## src/rtl/crossbar_pkg.sv

```systemverilog
// Shared types and constants for the parametrised master/slave crossbar.
package crossbar_pkg;

  typedef enum logic [1:0] {
    IDLE      = 2'd0,
    WAIT_ACK  = 2'd1,
    WAIT_RESP = 2'd2
  } slave_state_e;

  localparam int ARB_RR    = 0;
  localparam int ARB_FIXED = 1;

endpackage

```

## src/rtl/xbar_arbiter.sv

```systemverilog
// Per-slave arbiter: round-robin after the last winner, or fixed lowest-index priority.
module xbar_arbiter
  import crossbar_pkg::*;
#(
  parameter int N    = 4,
  parameter int MODE = ARB_RR,
  localparam int IDX_W = (N > 1) ? $clog2(N) : 1
) (
  input  logic             clk,
  input  logic             rst,
  input  logic [N-1:0]     req,
  input  logic             advance,
  output logic [IDX_W-1:0] gnt_idx,
  output logic             gnt_valid
);

  logic [IDX_W-1:0] rr_last_q, rr_last_d;

  // Scan from the lowest priority down so the highest-priority candidate is the last to stick.
  always_comb begin
    gnt_valid = 1'b0;
    gnt_idx   = '0;
    if (MODE == ARB_FIXED) begin
      for (int k = N - 1; k >= 0; k--) begin
        if (req[k]) begin
          gnt_valid = 1'b1;
          gnt_idx   = IDX_W'(k);
        end
      end
    end else begin
      for (int k = N; k >= 1; k--) begin
        if (req[(int'(rr_last_q) + k) % N]) begin
          gnt_valid = 1'b1;
          gnt_idx   = IDX_W'((int'(rr_last_q) + k) % N);
        end
      end
    end
  end

  assign rr_last_d = advance ? gnt_idx : rr_last_q;

  always_ff @(posedge clk or posedge rst) begin
    if (rst) rr_last_q <= IDX_W'(N - 1);
    else     rr_last_q <= rr_last_d;
  end

endmodule

```

## src/rtl/crossbar_arb.sv

```systemverilog
// MASTERS x SLAVES crossbar: one request cell per master, one arbiter and
// single-outstanding FSM per slave, decode errors and response timeout.
module crossbar_arb
  import crossbar_pkg::*;
#(
  parameter int MASTERS  = 4,
  parameter int SLAVES   = 4,
  parameter int ADDR_W   = 32,
  parameter int DATA_W   = 32,
  parameter int ARB_MODE = ARB_RR,
  parameter int TIMEOUT  = 255,
  localparam int SEL_W   = $clog2(SLAVES),
  localparam int SA_W    = ADDR_W - SEL_W
) (
  input  logic                       clk,
  input  logic                       rst,
  input  logic [MASTERS-1:0]         m_req,
  input  logic [MASTERS-1:0]         m_cmd,
  input  logic [MASTERS*ADDR_W-1:0]  m_addr,
  input  logic [MASTERS*DATA_W-1:0]  m_wdata,
  output logic [MASTERS-1:0]         m_gnt,
  output logic [MASTERS-1:0]         m_ack,
  output logic [MASTERS-1:0]         m_resp,
  output logic [MASTERS*DATA_W-1:0]  m_rdata,
  output logic [MASTERS-1:0]         m_err,
  output logic [SLAVES-1:0]          s_req,
  output logic [SLAVES-1:0]          s_cmd,
  output logic [SLAVES*SA_W-1:0]     s_addr,
  output logic [SLAVES*DATA_W-1:0]   s_wdata,
  input  logic [SLAVES-1:0]          s_ack,
  input  logic [SLAVES-1:0]          s_resp,
  input  logic [SLAVES*DATA_W-1:0]   s_rdata
);

  localparam int MIDX_W = $clog2(MASTERS);
  localparam int TMO_W  = (TIMEOUT > 1) ? $clog2(TIMEOUT) : 1;

  logic [MASTERS-1:0]        busy_q, busy_d, valid_q, valid_d, cmd_q, cmd_d;
  logic [SEL_W-1:0]          sel_q   [MASTERS];
  logic [SEL_W-1:0]          sel_d   [MASTERS];
  logic [SA_W-1:0]           addr_q  [MASTERS];
  logic [SA_W-1:0]           addr_d  [MASTERS];
  logic [DATA_W-1:0]         wdata_q [MASTERS];
  logic [DATA_W-1:0]         wdata_d [MASTERS];
  logic [MASTERS-1:0]        m_ack_q, m_ack_d, m_resp_q, m_resp_d, m_err_q, m_err_d;
  logic [MASTERS*DATA_W-1:0] m_rdata_q, m_rdata_d;

  slave_state_e              state_q [SLAVES];
  slave_state_e              state_d [SLAVES];
  logic [MIDX_W-1:0]         owner_q [SLAVES];
  logic [MIDX_W-1:0]         owner_d [SLAVES];
  logic [TMO_W-1:0]          tmo_q   [SLAVES];
  logic [TMO_W-1:0]          tmo_d   [SLAVES];
  logic [SLAVES-1:0]         s_req_q, s_req_d, s_cmd_q, s_cmd_d;
  logic [SLAVES*SA_W-1:0]    s_addr_q, s_addr_d;
  logic [SLAVES*DATA_W-1:0]  s_wdata_q, s_wdata_d;

  logic [SEL_W-1:0]          m_sel     [MASTERS];
  logic [MASTERS-1:0]        m_dec_err;
  logic [MASTERS-1:0]        arb_req   [SLAVES];
  logic [MIDX_W-1:0]         arb_idx   [SLAVES];
  logic [SLAVES-1:0]         arb_valid, arb_adv, tmo_hit;

  assign m_gnt = m_req & ~busy_q;

  genvar gi, gj;
  generate
    for (gi = 0; gi < MASTERS; gi++) begin : g_dec
      assign m_sel[gi]     = m_addr[gi*ADDR_W + ADDR_W - 1 -: SEL_W];
      assign m_dec_err[gi] = 32'(m_sel[gi]) >= SLAVES;
    end
    for (gi = 0; gi < SLAVES; gi++) begin : g_slv
      for (gj = 0; gj < MASTERS; gj++) begin : g_req
        assign arb_req[gi][gj] = valid_q[gj] && (sel_q[gj] == SEL_W'(gi));
      end
      assign tmo_hit[gi] = (TIMEOUT != 0) && (tmo_q[gi] == TMO_W'(TIMEOUT - 1));
      xbar_arbiter #(.N(MASTERS), .MODE(ARB_MODE)) u_arb (
        .clk       (clk),
        .rst       (rst),
        .req       (arb_req[gi]),
        .advance   (arb_adv[gi]),
        .gnt_idx   (arb_idx[gi]),
        .gnt_valid (arb_valid[gi])
      );
    end
  endgenerate

  always_comb begin
    busy_d = busy_q;  valid_d = valid_q;  cmd_d = cmd_q;
    sel_d  = sel_q;   addr_d  = addr_q;   wdata_d = wdata_q;
    m_ack_d = '0;  m_resp_d = '0;  m_err_d = '0;  m_rdata_d = m_rdata_q;
    state_d = state_q;  owner_d = owner_q;  tmo_d = tmo_q;
    s_req_d = '0;  s_cmd_d = s_cmd_q;  s_addr_d = s_addr_q;  s_wdata_d = s_wdata_q;
    arb_adv = '0;

    // Undecoded addresses complete immediately and never occupy a cell.
    for (int i = 0; i < MASTERS; i++) begin
      if (m_gnt[i]) begin
        if (m_dec_err[i]) begin
          m_ack_d[i] = 1'b1;
          m_err_d[i] = 1'b1;
          if (!m_cmd[i]) begin
            m_resp_d[i] = 1'b1;
            m_rdata_d[i*DATA_W +: DATA_W] = '0;
          end
        end else begin
          busy_d[i]  = 1'b1;
          valid_d[i] = 1'b1;
          cmd_d[i]   = m_cmd[i];
          sel_d[i]   = m_sel[i];
          addr_d[i]  = m_addr[i*ADDR_W +: SA_W];
          wdata_d[i] = m_wdata[i*DATA_W +: DATA_W];
        end
      end
    end

    for (int s = 0; s < SLAVES; s++) begin
      case (state_q[s])
        IDLE: begin
          if (arb_valid[s]) begin
            arb_adv[s]  = 1'b1;
            s_req_d[s]  = 1'b1;
            s_cmd_d[s]  = cmd_q[arb_idx[s]];
            s_addr_d[s*SA_W +: SA_W]      = addr_q[arb_idx[s]];
            s_wdata_d[s*DATA_W +: DATA_W] = wdata_q[arb_idx[s]];
            valid_d[arb_idx[s]] = 1'b0;
            owner_d[s] = arb_idx[s];
            tmo_d[s]   = '0;
            state_d[s] = WAIT_ACK;
          end
        end
        WAIT_ACK: begin
          if (s_ack[s]) begin
            m_ack_d[owner_q[s]] = 1'b1;
            tmo_d[s] = '0;
            if (s_cmd_q[s]) begin
              busy_d[owner_q[s]] = 1'b0;
              state_d[s] = IDLE;
            end else begin
              state_d[s] = WAIT_RESP;
            end
          end else if (tmo_hit[s]) begin
            m_ack_d[owner_q[s]] = 1'b1;
            m_err_d[owner_q[s]] = 1'b1;
            if (!s_cmd_q[s]) begin
              m_resp_d[owner_q[s]] = 1'b1;
              m_rdata_d[int'(owner_q[s])*DATA_W +: DATA_W] = '0;
            end
            busy_d[owner_q[s]] = 1'b0;
            state_d[s] = IDLE;
          end else begin
            tmo_d[s] = tmo_q[s] + TMO_W'(1);
          end
        end
        WAIT_RESP: begin
          if (s_resp[s] || tmo_hit[s]) begin
            m_resp_d[owner_q[s]] = 1'b1;
            m_err_d[owner_q[s]]  = !s_resp[s];
            m_rdata_d[int'(owner_q[s])*DATA_W +: DATA_W] =
              s_resp[s] ? s_rdata[s*DATA_W +: DATA_W] : '0;
            busy_d[owner_q[s]] = 1'b0;
            state_d[s] = IDLE;
          end else begin
            tmo_d[s] = tmo_q[s] + TMO_W'(1);
          end
        end
        default: state_d[s] = IDLE;
      endcase
    end
  end

  always_ff @(posedge clk or posedge rst) begin
    if (rst) begin
      busy_q <= '0;  valid_q <= '0;  cmd_q <= '0;
      for (int i = 0; i < MASTERS; i++) begin
        sel_q[i]   <= '0;
        addr_q[i]  <= '0;
        wdata_q[i] <= '0;
      end
      m_ack_q <= '0;  m_resp_q <= '0;  m_err_q <= '0;  m_rdata_q <= '0;
      for (int s = 0; s < SLAVES; s++) begin
        state_q[s] <= IDLE;
        owner_q[s] <= '0;
        tmo_q[s]   <= '0;
      end
      s_req_q <= '0;  s_cmd_q <= '0;  s_addr_q <= '0;  s_wdata_q <= '0;
    end else begin
      busy_q <= busy_d;  valid_q <= valid_d;  cmd_q <= cmd_d;
      sel_q  <= sel_d;   addr_q  <= addr_d;   wdata_q <= wdata_d;
      m_ack_q <= m_ack_d;  m_resp_q <= m_resp_d;  m_err_q <= m_err_d;  m_rdata_q <= m_rdata_d;
      state_q <= state_d;  owner_q <= owner_d;  tmo_q <= tmo_d;
      s_req_q <= s_req_d;  s_cmd_q <= s_cmd_d;  s_addr_q <= s_addr_d;  s_wdata_q <= s_wdata_d;
    end
  end

  assign m_ack   = m_ack_q;
  assign m_resp  = m_resp_q;
  assign m_err   = m_err_q;
  assign m_rdata = m_rdata_q;
  assign s_req   = s_req_q;
  assign s_cmd   = s_cmd_q;
  assign s_addr  = s_addr_q;
  assign s_wdata = s_wdata_q;

endmodule
```

## config.mk

```make
export PLATFORM = sky130hd
export DESIGN_NAME = crossbar_arb
export DESIGN_NICKNAME = d
export VERILOG_FILES = /design/src/rtl/crossbar_pkg.sv /design/src/rtl/xbar_arbiter.sv /design/src/rtl/crossbar_arb.sv
export SDC_FILE = /design/constraint.sdc
export NUM_CORES = 2
export LEC_CHECK = 0
export BUFFER_PORTS_ARGS = -buffer_cell sky130_fd_sc_hd__buf_2
export CAP_MARGIN = 20
export CELL_PAD_IN_SITES_DETAIL_PLACEMENT = 0
export CELL_PAD_IN_SITES_GLOBAL_PLACEMENT = 1
export CORE_AREA = 2 2 361 363
export CTS_BUF_LIST = sky130_fd_sc_hd__clkbuf_8
export DETAILED_ROUTE_END_ITERATION = 12
export DIE_AREA = 0 0 363 365
export GPL_TIMING_DRIVEN = 0
export PLACE_DENSITY = 0.74
export SYNTH_ARGS = -nofsm -noshare
export SYNTH_HDL_FRONTEND = slang
export SYNTH_SLANG_ARGS = --single-unit
```

## constraint.sdc

```tcl
create_clock -name clk -period 26.1 [get_ports clk]
set_input_delay 5.22 -clock clk [delete_from_list [all_inputs] [get_ports clk]]
set_output_delay 5.22 -clock clk [all_outputs]
set_load 0.02 [all_outputs]
```

==> reports/metrics.csv <==
metric;value;unit
nets;5207;
synthArstFlopShare;100;%
synth_ff_type;dfrtp_1;
fin_crit;12330;ps
post-route-drc-count;0;
cts_made_buffers;139;
io_buffer_count;798;
max-cap-violations;0;
crit_type;in2out;
routed_wl;212000;um
synthCells;3806;
globalRouteOverflowTotal;0;
grt_pass1_vias;39100;
drive_gt1_share;29.7;%
dieWidth;363;um
clockRootBuffer;clkbuf_8;
pwr_density_cell;136;mW/mm^2
crit_path_end_kind;output port;
register_area;0.0180;mm^2
track_usage;30.7;%
ys_ff_latch;720;
cts_hold_buf;0;
worstPathRequired;20880;ps
viasPerCell;6.06;
hold_path_end;tmo_q[23]$_DFFE_PP0P_;
rsz0062_at_grt;no;
path_clk_slew;60;ps
synthesis.nets;4252;
synth_warnings;0;
worst_pin_slew;1170;ps
fin_setup_tns;0;ps
ant_nets;0;
r2r_start;owner_q[4]$_DFFE_PP0P_;
cts_resized;0;
arrival;7110;ps
clock_path_buffers;3;
insertion_delay;900;ps
cts_setup_buffers;0;
fin_skew;51.6;ps
core-area;0.129;mm^2
fin_area;0.0489;mm^2
min-delay-start;tmo_q[23]$_DFFE_PP0P_;
antenna_found_initial;39;
ir_drop;0.0813;mV
cp-start-kind;input port;
holdCritPathClass;reg2reg;
min_path_cells;1;
gp_congestion;0.992;
cts_tree;yes;
syn_area;0.0396;mm^2
area_growth;23.4;%
rows;132;
cts_num_sinks;720;
dieHeight;365;um
cts_htree_levels;4;
die_area;0.132;mm^2
drtPass1Iterations;8;
multi_input_area;0.0200;mm^2
place_area;0.0460;mm^2
status;finished, final reports clean;
fmax;81.1;MHz
ys_types;92;
reg2regPathDepth;9;
io_pins;802;
grt_pass1_wl;292000;um
grt_max_degree;125;
drv_slew;0;
place_hpwl;156000;um
seq_area_frac_synth;45.5;%
syn_avg_cell_area;10.4;um^2
fillers;13100;
finalPower;0.00667;W
r2r_slack;22080;ps
num_vias;39800;
p_leak;21.8;nW
drt_iter0_drc;5030;
slew_headroom;21.1;%
wl_per_cell;32.3;um
period_share;47.2;%
hold_viol;0;
synth_edf_count;0;
reg2reg_to;m_rdata[124]$_DFF_PP0_;
start_util;30.8;%
critPathMaxFanout;10;
setup_viol;0;
area by class of cell:
class,instances,area share (%)
Multi-Input combinational cell,2710,40.8
Sequential cell,720,36.9
Timing Repair Buffer,814,8.79
Clock buffer,172,4.84
Tap cell,1675,4.29
Buffer,326,2.98
Clock inverter,71,0.873
Inverter,50,0.399
Antenna cell,20,0.102
cells in the final DEF, fill, tap and decap left out, types with 15 or more instances in the layout:
cell        n
o31ai_1    19
a21oi_1   109
o211ai_1   15
nor2_1    109
o22ai_1    26
a221oi_1   28
a32oi_1    74
o22a_1     48
and3_1     26
mux2i_1   407
dfrtp_1   712
nor2b_1    23
a22oi_1    77
clkbuf_1  197
nand3_1    79
diode_2    20
o21ai_0   141
a222oi_1   17
and2_1     71
buf_2     888
a221o_1    65
clkbuf_8  172
nand2_1   541
inv_1      90
buf_4      21
a31oi_1    34
o221ai_1  258
ha_1       44
mux2_2    262
registers in the layout, indices dropped and copies added (netlist names), 8 cells and up:
register,cells
addr_q,120
g_slv.u_arb.rr_last_q,8
m_rdata,128
owner_q,8
s_addr,120
s_wdata,128
sel_q,8
state_q,8
tmo_q,32
wdata_q,128
report_power, final:
group          switching (W)  internal (W)  leakage (nW)
Clock               0.000565      0.000609          1.60
Combinational        0.00241       0.00118          11.2
Sequential          0.000413       0.00149          8.95
how the worst max path moves through the flow:
stage                  start                       to  slack, ps  depth (start not counted)
floorplan                rst    addr_q[0]$_DFFE_PP0P_        700                          1
global placement         rst  addr_q[101]$_DFFE_PP0P_      -9440                          2
detailed placement  m_req[1]                 m_gnt[1]      13840                          4
CTS                 m_req[1]                 m_gnt[1]      13830                          4
global route        m_req[1]                 m_gnt[1]      13780                          4
finish              m_req[1]                 m_gnt[1]      13770                          4
cell families (layout without fill, tap and decap cells):
logic type,after synthesis,count (layout),share of synthesized area (%)
fa+ha+maj,44,44,1.39
flops,720,720,45.5
other cells,0,20,0
compound gates,1027,1027,19.8
mux,669,669,17.7
simple gates,970,970,11.4
buf+inv,376,1433,4.16
Yosys cell counts (34+ instances only):
cell	count	area, um^2
a21oi_1	109	546
a221o_1	65	651
a22oi_1	77	578
a31oi_1	34	213
a32oi_1	74	648
and2_1	71	444
buf_2	88	440
clkbuf_1	197	739
dfrtp_1	712	17800
ha_1	44	551
inv_1	48	180
mux2_2	262	2950
mux2i_1	407	4070
nand2_1	541	2030
nand3_1	79	395
nor2_1	109	409
o21ai_0	141	706
o221ai_1	258	2260
o22a_1	48	420
critical path: stages:
cell and delay, ps:
buf_2 90, nor2b_1 660, clkbuf_1 770, buf_2 340
metal layers:
metal,up-vias,wire [um],global-route usage [%]
li1,16400,-,-
met1,19900,79300,37.0
met2,2726,96700,49.4
met3,631,21900,8.39
met4,18,13600,17.8
met5,-,135,0
stage by stage:
| step | worst slack, ps | hold WS, ps | util, % | cells |
|---|---|---|---|---|
| 4_1_cts | 13830 | 476 | 37.9 | 6535 |
| 2_1_floorplan | 696 | 437 | - | 3806 |
| 3_3_place_gp | -9440 | 456 | 35.5 | 6279 |
| 6_report | 13770 | 475 | 38.0 | 6558 |
| 5_1_grt | 13780 | 498 | 38.0 | 6546 |
| 3_5_place_dp | 13840 | 464 | 35.8 | 6292 |
No activity file was read; power rests on OpenSTA's default activity.
